### src/rtl/uart_pkg.sv
// -----------------------------------------------------------------------------
// uart_pkg
// Shared definitions for the UART frame decoder:
//   - state_t    : frame assembly state (IDLE, CMD, LEN, DATA, CHK, DONE)
//   - err_code_t : error reason reported alongside err_pulse
//   - SYNC_BYTE_DEFAULT : default frame start marker
//   - in_frame() : true for states where the inter-byte timeout runs
// -----------------------------------------------------------------------------
package uart_pkg;

   localparam logic [7:0] SYNC_BYTE_DEFAULT = 8'hA5;

   typedef enum logic [2:0] {
      IDLE = 3'd0,
      CMD  = 3'd1,
      LEN  = 3'd2,
      DATA = 3'd3,
      CHK  = 3'd4,
      DONE = 3'd5
   } state_t;

   typedef enum logic [1:0] {
      ERR_BAD_LEN = 2'd0,
      ERR_BAD_CHK = 2'd1,
      ERR_TIMEOUT = 2'd2,
      ERR_OVERRUN = 2'd3
   } err_code_t;

   // A frame is "in flight" between the SYNC byte and the checksum byte;
   // only then does silence on the line count towards a timeout.
   function automatic logic in_frame(input state_t s);
      return (s == CMD) || (s == LEN) || (s == DATA) || (s == CHK);
   endfunction

endpackage

### src/rtl/uart_payload_ram.sv
// -----------------------------------------------------------------------------
// uart_payload_ram
// Payload buffer: DEPTH x 8 bits, one synchronous write port and one
// registered read port (1-cycle read latency). Storage is not reset; only the
// read register clears on reset so the visible output starts at zero.
//
// Ports:
//   i_clk      : clock
//   i_reset    : synchronous active-high reset (read register only)
//   i_wr_en    : write strobe
//   i_wr_addr  : write address
//   i_wr_data  : write data
//   i_rd_addr  : read address, sampled every clock
//   o_rd_data  : mem[i_rd_addr] from the previous clock
// -----------------------------------------------------------------------------
module uart_payload_ram #(
   parameter int DEPTH = 16,
   parameter int AW    = $clog2(DEPTH)
) (
   input  logic          i_clk,
   input  logic          i_reset,
   input  logic          i_wr_en,
   input  logic [AW-1:0] i_wr_addr,
   input  logic [7:0]    i_wr_data,
   input  logic [AW-1:0] i_rd_addr,
   output logic [7:0]    o_rd_data
);

   logic [7:0] r_mem [DEPTH];
   logic [7:0] r_rd_data;

   always_ff @(posedge i_clk) begin
      if (i_wr_en) begin
         r_mem[i_wr_addr] <= i_wr_data;
      end
   end

   always_ff @(posedge i_clk) begin
      if (i_reset) begin
         r_rd_data <= '0;
      end else begin
         r_rd_data <= r_mem[i_rd_addr];
      end
   end

   assign o_rd_data = r_rd_data;

endmodule

### src/rtl/uart_frame_decoder.sv
// -----------------------------------------------------------------------------
// uart_frame_decoder
// Assembles the UART receiver byte stream into frames of the form
//   SYNC, CMD, LEN, LEN payload bytes, CHK
// where CHK is the XOR of CMD, LEN and every payload byte. A good frame is
// held on frame_valid until frame_ack; the payload is read through a
// registered read port. Malformed, timed-out and overrun traffic produces a
// one-cycle err_pulse with err_code.
//
// Handshake: rx_ready is a one-cycle strobe qualifying rx_data. frame_valid
// stays high (with frame_cmd/frame_len stable) until a cycle where
// frame_ack=1; frame_ack is ignored while frame_valid=0.
//
// Ports:
//   clk, reset    : clock, synchronous active-high reset
//   rx_data       : received byte, valid when rx_ready=1
//   rx_ready      : byte strobe
//   frame_valid   : good frame pending
//   frame_ack     : consumer releases the frame
//   frame_cmd     : CMD byte of the pending frame
//   frame_len     : payload length (0..MAX_LEN)
//   payload_addr  : payload read address
//   payload_data  : buffer[payload_addr], one cycle later
//   err_pulse     : one-cycle error strobe
//   err_code      : error reason, valid with err_pulse
//   dbg_state     : current assembly state (observation only)
// -----------------------------------------------------------------------------
module uart_frame_decoder
   import uart_pkg::*;
#(
   parameter logic [7:0] SYNC_BYTE      = SYNC_BYTE_DEFAULT,
   parameter int         MAX_LEN        = 16,
   parameter int         TIMEOUT_CYCLES = 100000
) (
   input  logic                         clk,
   input  logic                         reset,
   input  logic [7:0]                   rx_data,
   input  logic                         rx_ready,
   output logic                         frame_valid,
   input  logic                         frame_ack,
   output logic [7:0]                   frame_cmd,
   output logic [$clog2(MAX_LEN+1)-1:0] frame_len,
   input  logic [$clog2(MAX_LEN)-1:0]   payload_addr,
   output logic [7:0]                   payload_data,
   output logic                         err_pulse,
   output logic [1:0]                   err_code,
   output logic [2:0]                   dbg_state
);

   localparam int LW = $clog2(MAX_LEN + 1);
   localparam int AW = $clog2(MAX_LEN);
   localparam int TW = $clog2(TIMEOUT_CYCLES);

   localparam logic [7:0]    MAX_LEN_B = 8'(MAX_LEN);
   localparam logic [TW-1:0] T_LAST    = TW'(TIMEOUT_CYCLES - 1);

   state_t         r_state;
   logic [TW-1:0]  r_cnt;
   logic [7:0]     r_chk;
   logic [AW-1:0]  r_idx;
   logic [7:0]     r_cmd;
   logic [LW-1:0]  r_len;
   logic           r_valid;
   logic           r_err_pulse;
   err_code_t      r_err_code;

   logic           w_tmo;
   logic           w_idx_last;
   logic           w_wr_en;

   // Terminal count of the inter-byte timer. A byte strobe in the same cycle
   // takes priority, so the timeout only fires on a silent cycle.
   assign w_tmo      = in_frame(r_state) && !rx_ready && (r_cnt == T_LAST);

   // The byte being written now is the last payload byte.
   assign w_idx_last = (LW'(r_idx) + LW'(1)) == r_len;

   // The buffer is written only while collecting payload, so it stays frozen
   // while a completed frame is pending.
   assign w_wr_en    = rx_ready && (r_state == DATA);

   always_ff @(posedge clk) begin
      if (reset) begin
         r_state     <= IDLE;
         r_cnt       <= '0;
         r_chk       <= '0;
         r_idx       <= '0;
         r_cmd       <= '0;
         r_len       <= '0;
         r_valid     <= 1'b0;
         r_err_pulse <= 1'b0;
         r_err_code  <= ERR_BAD_LEN;
      end else begin
         r_err_pulse <= 1'b0;

         if (rx_ready || !in_frame(r_state)) begin
            r_cnt <= '0;
         end else begin
            r_cnt <= r_cnt + TW'(1);
         end

         if (w_tmo) begin
            r_state     <= IDLE;
            r_cnt       <= '0;
            r_err_pulse <= 1'b1;
            r_err_code  <= ERR_TIMEOUT;
         end else begin
            case (r_state)
               IDLE: begin
                  if (rx_ready && (rx_data == SYNC_BYTE)) begin
                     r_state <= CMD;
                  end
               end

               CMD: begin
                  if (rx_ready) begin
                     r_cmd   <= rx_data;
                     r_chk   <= rx_data;
                     r_state <= LEN;
                  end
               end

               LEN: begin
                  if (rx_ready) begin
                     if (rx_data > MAX_LEN_B) begin
                        r_state     <= IDLE;
                        r_err_pulse <= 1'b1;
                        r_err_code  <= ERR_BAD_LEN;
                     end else begin
                        r_len   <= LW'(rx_data);
                        r_chk   <= r_chk ^ rx_data;
                        r_idx   <= '0;
                        r_state <= (rx_data == 8'd0) ? CHK : DATA;
                     end
                  end
               end

               DATA: begin
                  if (rx_ready) begin
                     r_chk <= r_chk ^ rx_data;
                     r_idx <= r_idx + AW'(1);
                     if (w_idx_last) begin
                        r_state <= CHK;
                     end
                  end
               end

               CHK: begin
                  if (rx_ready) begin
                     if (rx_data == r_chk) begin
                        r_state <= DONE;
                        r_valid <= 1'b1;
                     end else begin
                        r_state     <= IDLE;
                        r_err_pulse <= 1'b1;
                        r_err_code  <= ERR_BAD_CHK;
                     end
                  end
               end

               DONE: begin
                  if (frame_ack) begin
                     // Release the frame; a byte arriving with the ack is
                     // treated exactly as if the decoder were already idle.
                     r_valid <= 1'b0;
                     r_state <= (rx_ready && (rx_data == SYNC_BYTE)) ? CMD : IDLE;
                  end else if (rx_ready) begin
                     r_err_pulse <= 1'b1;
                     r_err_code  <= ERR_OVERRUN;
                  end
               end

               default: begin
                  r_state <= IDLE;
                  r_valid <= 1'b0;
               end
            endcase
         end
      end
   end

   uart_payload_ram #(
      .DEPTH (MAX_LEN),
      .AW    (AW)
   ) u_ram (
      .i_clk     (clk),
      .i_reset   (reset),
      .i_wr_en   (w_wr_en),
      .i_wr_addr (r_idx),
      .i_wr_data (rx_data),
      .i_rd_addr (payload_addr),
      .o_rd_data (payload_data)
   );

   assign frame_valid = r_valid;
   assign frame_cmd   = r_cmd;
   assign frame_len   = r_len;
   assign err_pulse   = r_err_pulse;
   assign err_code    = r_err_code;
   assign dbg_state   = r_state;

endmodule

### config.mk
export PLATFORM = sky130hd
export DESIGN_NAME = uart_frame_decoder
export DESIGN_NICKNAME = d
export VERILOG_FILES = /design/src/rtl/uart_pkg.sv /design/src/rtl/uart_payload_ram.sv /design/src/rtl/uart_frame_decoder.sv
export SDC_FILE = /design/constraint.sdc
export NUM_CORES = 1
export LEC_CHECK = 0
export BUFFER_PORTS_ARGS = -buffer_cell sky130_fd_sc_hd__buf_2
export CELL_PAD_IN_SITES_DETAIL_PLACEMENT = 0
export CELL_PAD_IN_SITES_GLOBAL_PLACEMENT = 1
export CORE_ASPECT_RATIO = 1.75
export CORE_MARGIN = 2
export CORE_UTILIZATION = 35
export CTS_CLUSTER_DIAMETER = 120
export DETAILED_ROUTE_END_ITERATION = 8
export GPL_ROUTABILITY_DRIVEN = 0
export HOLD_SLACK_MARGIN = 0.15
export PLACE_DENSITY_LB_ADDON = 0.1
export SLEW_MARGIN = 10
export SYNTH_ARGS = -nofsm -noshare
export SYNTH_HDL_FRONTEND = slang
export SYNTH_SLANG_ARGS = --single-unit
export TNS_END_PERCENT = 20
### constraint.sdc
create_clock -name clk -period 3 [get_ports clk]
set_input_delay 0.3 -clock clk [delete_from_list [all_inputs] [get_ports clk]]
set_output_delay 0.3 -clock clk [all_outputs]
set_load 0.05 [all_outputs]
Yosys cells after proc, flatten, opt, wreduce, memory -nomap -nowiden
Memory sizes are Yosys's and may differ from the RTL's. A register that Yosys moved wholly into a read port is not among the register bits.
Cells that the tools add are included.
{ "classes": {"n_addsub": 3, "multipliers": 0, "div": 0, "order_cmp": 1, "eq_ne": 28, "shift": 0, "n_mux": 43, "bitwise": 4, "reduce_logical": 27} }
{ "ops": {"columns": ["operator", "n"], "rows": [
  ["$mux W8", 4],
  ["$mux W3", 10],
  ["$pmux W8 S3", 1],
  ["$ne A2 B2 Y1 const B", 11],
  ["$reduce_and A7 Y1", 3],
  ["$pmux W3 S6", 1],
  ["$add A17 B1 Y17 const B", 1],
  ["$eq A17 B17 Y1 const B", 1],
  ["$ne A3 B3 Y1 const B", 5],
  ["$mux W2", 7],
  ["$mux W1", 13],
  ["$mux W4", 3],
  ["$reduce_and A5 Y1", 2],
  ["$eq A8 B8 Y1", 1],
  ["$eq A8 B8 Y1 const B", 1],
  ["$gt A8 B5 Y1 const B", 1],
  ["$logic_not A8 Y1", 1],
  ["$pmux W4 S2", 1],
  ["$xor A8 B8 Y8", 1],
  ["$eq A3 B2 Y1 const B", 2],
  ["$eq A3 B3 Y1 const B", 2],
  ["$pmux W1 S3", 2],
  ["$pmux W2 S3", 1],
  ["$reduce_and A6 Y1", 1],
  ["other kinds (19)", 30]
]} }
{ "totals": {"register_bits": 49, "latchBits": 0, "mem_bits_rw": 128, "romBits": 0, "input_bits": 16, "output_inout_bits": 28, "elab_cells": 117, "mem_count": 1} }
{ "mem_list": {"columns": ["memory", "depth", "width", "rd", "rd_ports_with_merged_regs", "write_ports", "line_no", "source"], "rows": [
  ["u_ram.r_mem", 16, 8, 1, 1, 1, "uart_payload_ram.sv:29", "logic [7:0] r_mem [DEPTH];"]
]} }

Depth between registers and ports, before layout
{ "depth": {"ltp_word": 8, "mapped_depth": 8, "ltp_nobuf": 7} }

By module
Synthesis repeated with hierarchy kept, for this count alone.
{ "hier_totals": {"hier_cells": 564, "hier_area_um2": 7802.5} }
{ "by_module_without_submodules": {"columns": ["module", "instances", "cells_per_inst", "area_per_inst_um2", "seq_area_each_um2"], "rows": [
  ["uart_payload_ram", 1, 259, 5282.6, 4003.8],
  ["uart_frame_decoder", 1, 305, 2519.9, 980.9]
]} }

Least setup slack after synthesis
Ideal clock, no wire load.
{ "synth_path": {"path_kind": "flip-flop to flip-flop", "startpoint": "reg r_state[1] (netlist: dbg_state[1])", "endpoint": "mem u_ram.r_mem[3][0] (enable)", "setup_time_ps": 383, "arrival_time_ps": 2121, "t_required_ps": 2617, "path_slack_ps": 496, "path_stages_with_launch": 6, "path_cell_list": "dfxtp_1 -> clkbuf_1 -> and3_1 -> clkbuf_1 -> nand2_1 -> nor3_1"} }
{ "synth_via": {"elab_chain_len": 4} }
{ "synth_lines": {"columns": ["item", "line_no", "source"], "rows": [
  ["start: declaration", "uart_frame_decoder.sv:57", "state_t r_state;"],
  ["start signal: assignment", "uart_frame_decoder.sv:133", "r_state <= (rx_data == 8'd0) ? CHK : DATA;"],
  ["start signal: assignment", "uart_frame_decoder.sv:166", "r_state <= (rx_ready && (rx_data == SYNC_BYTE)) ? CMD : IDLE;"],
  ["$eq A3 B2 Y1", "uart_frame_decoder.sv:80", "assign w_wr_en = rx_ready && (r_state == DATA);"],
  ["$logic_and A1 B1 Y1", "uart_frame_decoder.sv:80", null],
  ["$mux W1", "uart_payload_ram.sv:33", "if (i_wr_en) begin"],
  ["$mux W1 (not written as such)", "uart_payload_ram.sv:34", "r_mem[i_wr_addr] <= i_wr_data;"],
  ["end: declaration", "uart_payload_ram.sv:29", null]
]} }
No other way between the ends.

Worst setup path after layout
{ "layout_path": {"startpoint": "reg r_idx[0]", "endpoint": "reg r_state[1] (netlist: dbg_state[1])"} }
{ "layout_via": {"elab_chain_len": 4} }
{ "layout_lines": {"columns": ["item", "line_no", "source"], "rows": [
  ["start: declaration", "uart_frame_decoder.sv:60", "logic [AW-1:0] r_idx;"],
  ["start signal: assignment", "uart_frame_decoder.sv:141", "r_idx <= r_idx + AW'(1);"],
  ["$add A4 B1 Y5", "uart_frame_decoder.sv:76", "assign w_idx_last = (LW'(r_idx) + LW'(1)) == r_len;"],
  ["$eq A5 B5 Y1", "uart_frame_decoder.sv:76", null],
  ["$ne A2 B2 Y1 (no line)", null, null],
  ["$reduce_and A7 Y1 (no line)", null, null]
]} }
No other way between the ends.
A chain may end at the register's enable or synchronous reset.

==> results_dict.tcl <==
set metrics [dict create \
    nFillCells 1986 \
    cts-resized-gates 0 \
    post-dp-hpwl_mm 13.0 \
    clk_root_buffer_cell "clkbuf_16" \
    finClkSkew_ns 0.00917 \
    num_vias 4454 \
    cts_tree "built" \
    drt-wirelength-per-cell_um 20.6 \
    maxSlewViolCount 0 \
    io_pins 44 \
    netlist_instances 516 \
    ir_worst_vdd_mv 0.360 \
    maxCapViolCount 0 \
    rr_startpoint "r_idx[0]" \
    initial_core_util_pct 35.6 \
    maxSlewHeadroom_pct 53.0 \
    async_flop_share_pct 0 \
    ctsLongestPathBuffers 2 \
    fp-row-count 71 \
    syn_area_per_cell_um2 14.8 \
    min_period_over_period_pct 72.1 \
    grt_pass1_wl_mm 28.3 \
    grt_overflow 0 \
    synth_area_um2 7620 \
    n_antenna_cell 0 \
    path_cells "inv_1, ha_1, xor2_1, nor4_1, a31oi_1, a311oi_1, nor3_1" \
    critical_path.max_fanout 5 \
    die_y_um 199 \
    swShare_pct 24.8 \
    intPower_w 0.00437 \
    seq_power_share_pct 48.5 \
    antenna_found_initial 0 \
    synth_seq_cells 185 \
    status "complete, no violations" \
    cp.required_ns 3.31 \
    avgViaCountPerCell 5.00 \
    cp_slowest_cell "nor4_1" \
    postCtsSetupBuffers 0 \
    pre_cts_ws_ns 0.659 \
    tightestPinTransition_ns 0.701 \
    cpPeakStageDelay_ns 0.48 \
    tns_ns 0 \
    switchingPower_w 0.00144 \
    mostFrequentLayoutCell "edfxtp_1" \
    r2r_setup_slack_ns 0.84 \
    grt_max_degree 33 \
    drc_errors 0 \
    leakagePower_nw 3.10 \
    mostFrequentLayoutCells "edfxtp_1 (128), dfxtp_1 (57), nor2_1 (46), buf_2 (43), mux4_2 (40)" \
    dr.pass1.iters 4 \
    hold_viol 0 \
    synth_edf_count 128 \
    core_area_um2 21400 \
    cts.sinks 185 \
    synth.distinct_cells 53 \
    rsz0062_at_grt "no" \
    holdCritStartpoint "reset" \
    seq_area_frac_synth_pct 65.4 \
    die_width_um 116 \
    start_kind "flip-flop" \
    nets 606 \
    syn_to_final_growth_pct 17.4 \
    worst_slack_ns 0.837 \
    setup_viol_count_final 0 \
    final_layout_size_suffix_gt1_share_pct 26.1 \
    h-tree-depth 4 \
    timing.fmax_ghz 0.462 \
    endpoint_kind "flip-flop" \
    hold_class "in2reg" \
    antenna_left 0 \
    track_usage_pct 17.2 \
    synthFlopType "edfxtp_1" \
    pwr-share-clk_pct 39.1 \
    worst_ep_arrival_time_ns 2.47 \
    p_per_area_nw_per_um2 650 \
    insertion_delay_ns 0.43 \
    cts-buffers-inserted 17 \
    clk_pin_slew_ns 0.06 \
    pwr-share-comb_pct 12.4 \
    portBuffers 43 \
    routed_wl_mm 18.3 \
    synth_nets 537 \
    yosys_warnings 0 \
    worstSetupStartpoint "r_idx[0]" \
    period_needed_ns 2.16 \
    grt_pass1_vias 4759 \
    holdBufCountCts 0 \
    drt_iter0_drc 208 \
    die_area_um2 23000 \
    critical_path_class "reg2reg" \
]
## state kept, by name, summed over array words and instances (netlist names), 2 cells and up
| register | count |
|---|---|
| frame_len | 5 |
| r_cnt | 17 |
| dbg_state | 3 |
| err_code | 2 |
| r_idx | 4 |
| r_chk | 8 |
| u_ram.r_mem | 128 |
| u_ram.o_rd_data | 8 |
| frame_cmd | 8 |
## power groups by stage
stage | sequential (W) | combinational [W] | clock (W)
after floorplan | 0.00298 | 0.000381 | 0
after global placement | 0.00288 | 0.000730 | 0
after detailed placement | 0.00288 | 0.000736 | 0
after CTS | 0.00282 | 0.000738 | 0.00234
after global routing | 0.00283 | 0.000794 | 0.00243
final | 0.00282 | 0.000722 | 0.00227
## synth_stat cells (2+ instances only)
library cell / count / area, um^2
nor3_2: 2 / 20.0
dfxtp_1: 57 / 1140
or3_1: 3 / 18.8
mux2i_1: 9 / 90.1
o21ai_0: 10 / 50.1
mux4_2: 40 / 901
and2b_1: 3 / 22.5
nand2b_1: 5 / 31.3
buf_2: 6 / 30.0
nand3_1: 12 / 60.1
nor4_1: 6 / 37.5
nor3_1: 12 / 60.1
nor2_1: 46 / 173
nand3b_1: 2 / 15.0
clkbuf_1: 15 / 56.3
o41ai_1: 2 / 17.5
a21boi_0: 3 / 22.5
a311oi_1: 2 / 17.5
a21oi_1: 17 / 85.1
xnor2_1: 10 / 87.6
ha_1: 5 / 62.6
nor2b_1: 16 / 100
and2_1: 2 / 12.5
edfxtp_1: 128 / 3840
a211oi_1: 2 / 15.0
a22oi_1: 4 / 30.0
inv_1: 5 / 18.8
nand4_1: 3 / 18.8
xor2_1: 14 / 123
and3_1: 8 / 50.1
and2b_2: 3 / 26.3
nand4b_1: 2 / 17.5
o21a_1: 2 / 15.0
nand2_1: 35 / 131
a222oi_1: 2 / 20.0
a31oi_1: 6 / 37.5
## area by class of cell
| type | count | area, um^2 | share of cell area (%) |
|---|---|---|---|
| sequential | 185 | 4980 | 55.7 |
| timing repair buffer | 75 | 468 | 5.23 |
| tap | 292 | 365 | 4.08 |
| clock inverter | 6 | 43.8 | 0.489 |
| inverter | 5 | 18.8 | 0.210 |
| clock buffer | 26 | 574 | 6.42 |
| multi-input combinational | 301 | 2500 | 27.9 |
## worst max-delay path: cells and delay by family (launching register included)
family	cells	cell delay, ns
AND/OR/NAND/NOR	2	0.57
AO/OA/AOI/OAI	2	0.44
flip-flops	1	0.43
adder cells (fa/ha/maj)	1	0.34
XOR/XNOR	1	0.15
buffers and inverters	1	0.12
## stage by stage
step | area [um^2] | utilization [%] | power (W) | std cells | hold slack (ns)
4_1_cts | 8950 | 41.8 | 0.00590 | 890 | 0.216
2_1_floorplan | 7620 | - | 0.00336 | 516 | 0.399
3_3_place_gp | 8330 | 38.9 | 0.00360 | 858 | 0.441
3_5_place_dp | 8330 | 38.9 | 0.00361 | 858 | 0.444
6_report | 8950 | 41.8 | 0.00582 | 890 | 0.223
5_1_grt | 8950 | 41.8 | 0.00605 | 890 | 0.237
## layer usage
layer	wire, um	share of wire (%)	vias up	track usage [%]
met5	0	0	-	0
met4	307	1.7	0	5.98
met3	306	1.7	17	2.76
met2	11000	60	56	34.1
met1	6680	37	2283	17.5
li1	-	-	2098	-
## kinds of logic after synthesis
family,share of synthesized area [%]
AO/OA/AOI/OAI,4.88
flip-flops,65.4
adder cells (fa/ha/maj),0.821
XOR/XNOR,2.76
buffers and inverters,1.85
multiplexers,13.0
AND/OR/NAND/NOR,11.3
## path summary, 6_finish.rpt
path             endpoint  cells past startpoint
max          dbg_state[1]                      7
min              r_chk[3]                      2
min reg2reg   err_code[1]                      2
max reg2reg  dbg_state[1]                      7
Note: power is estimated with default switching activity, not from simulation.
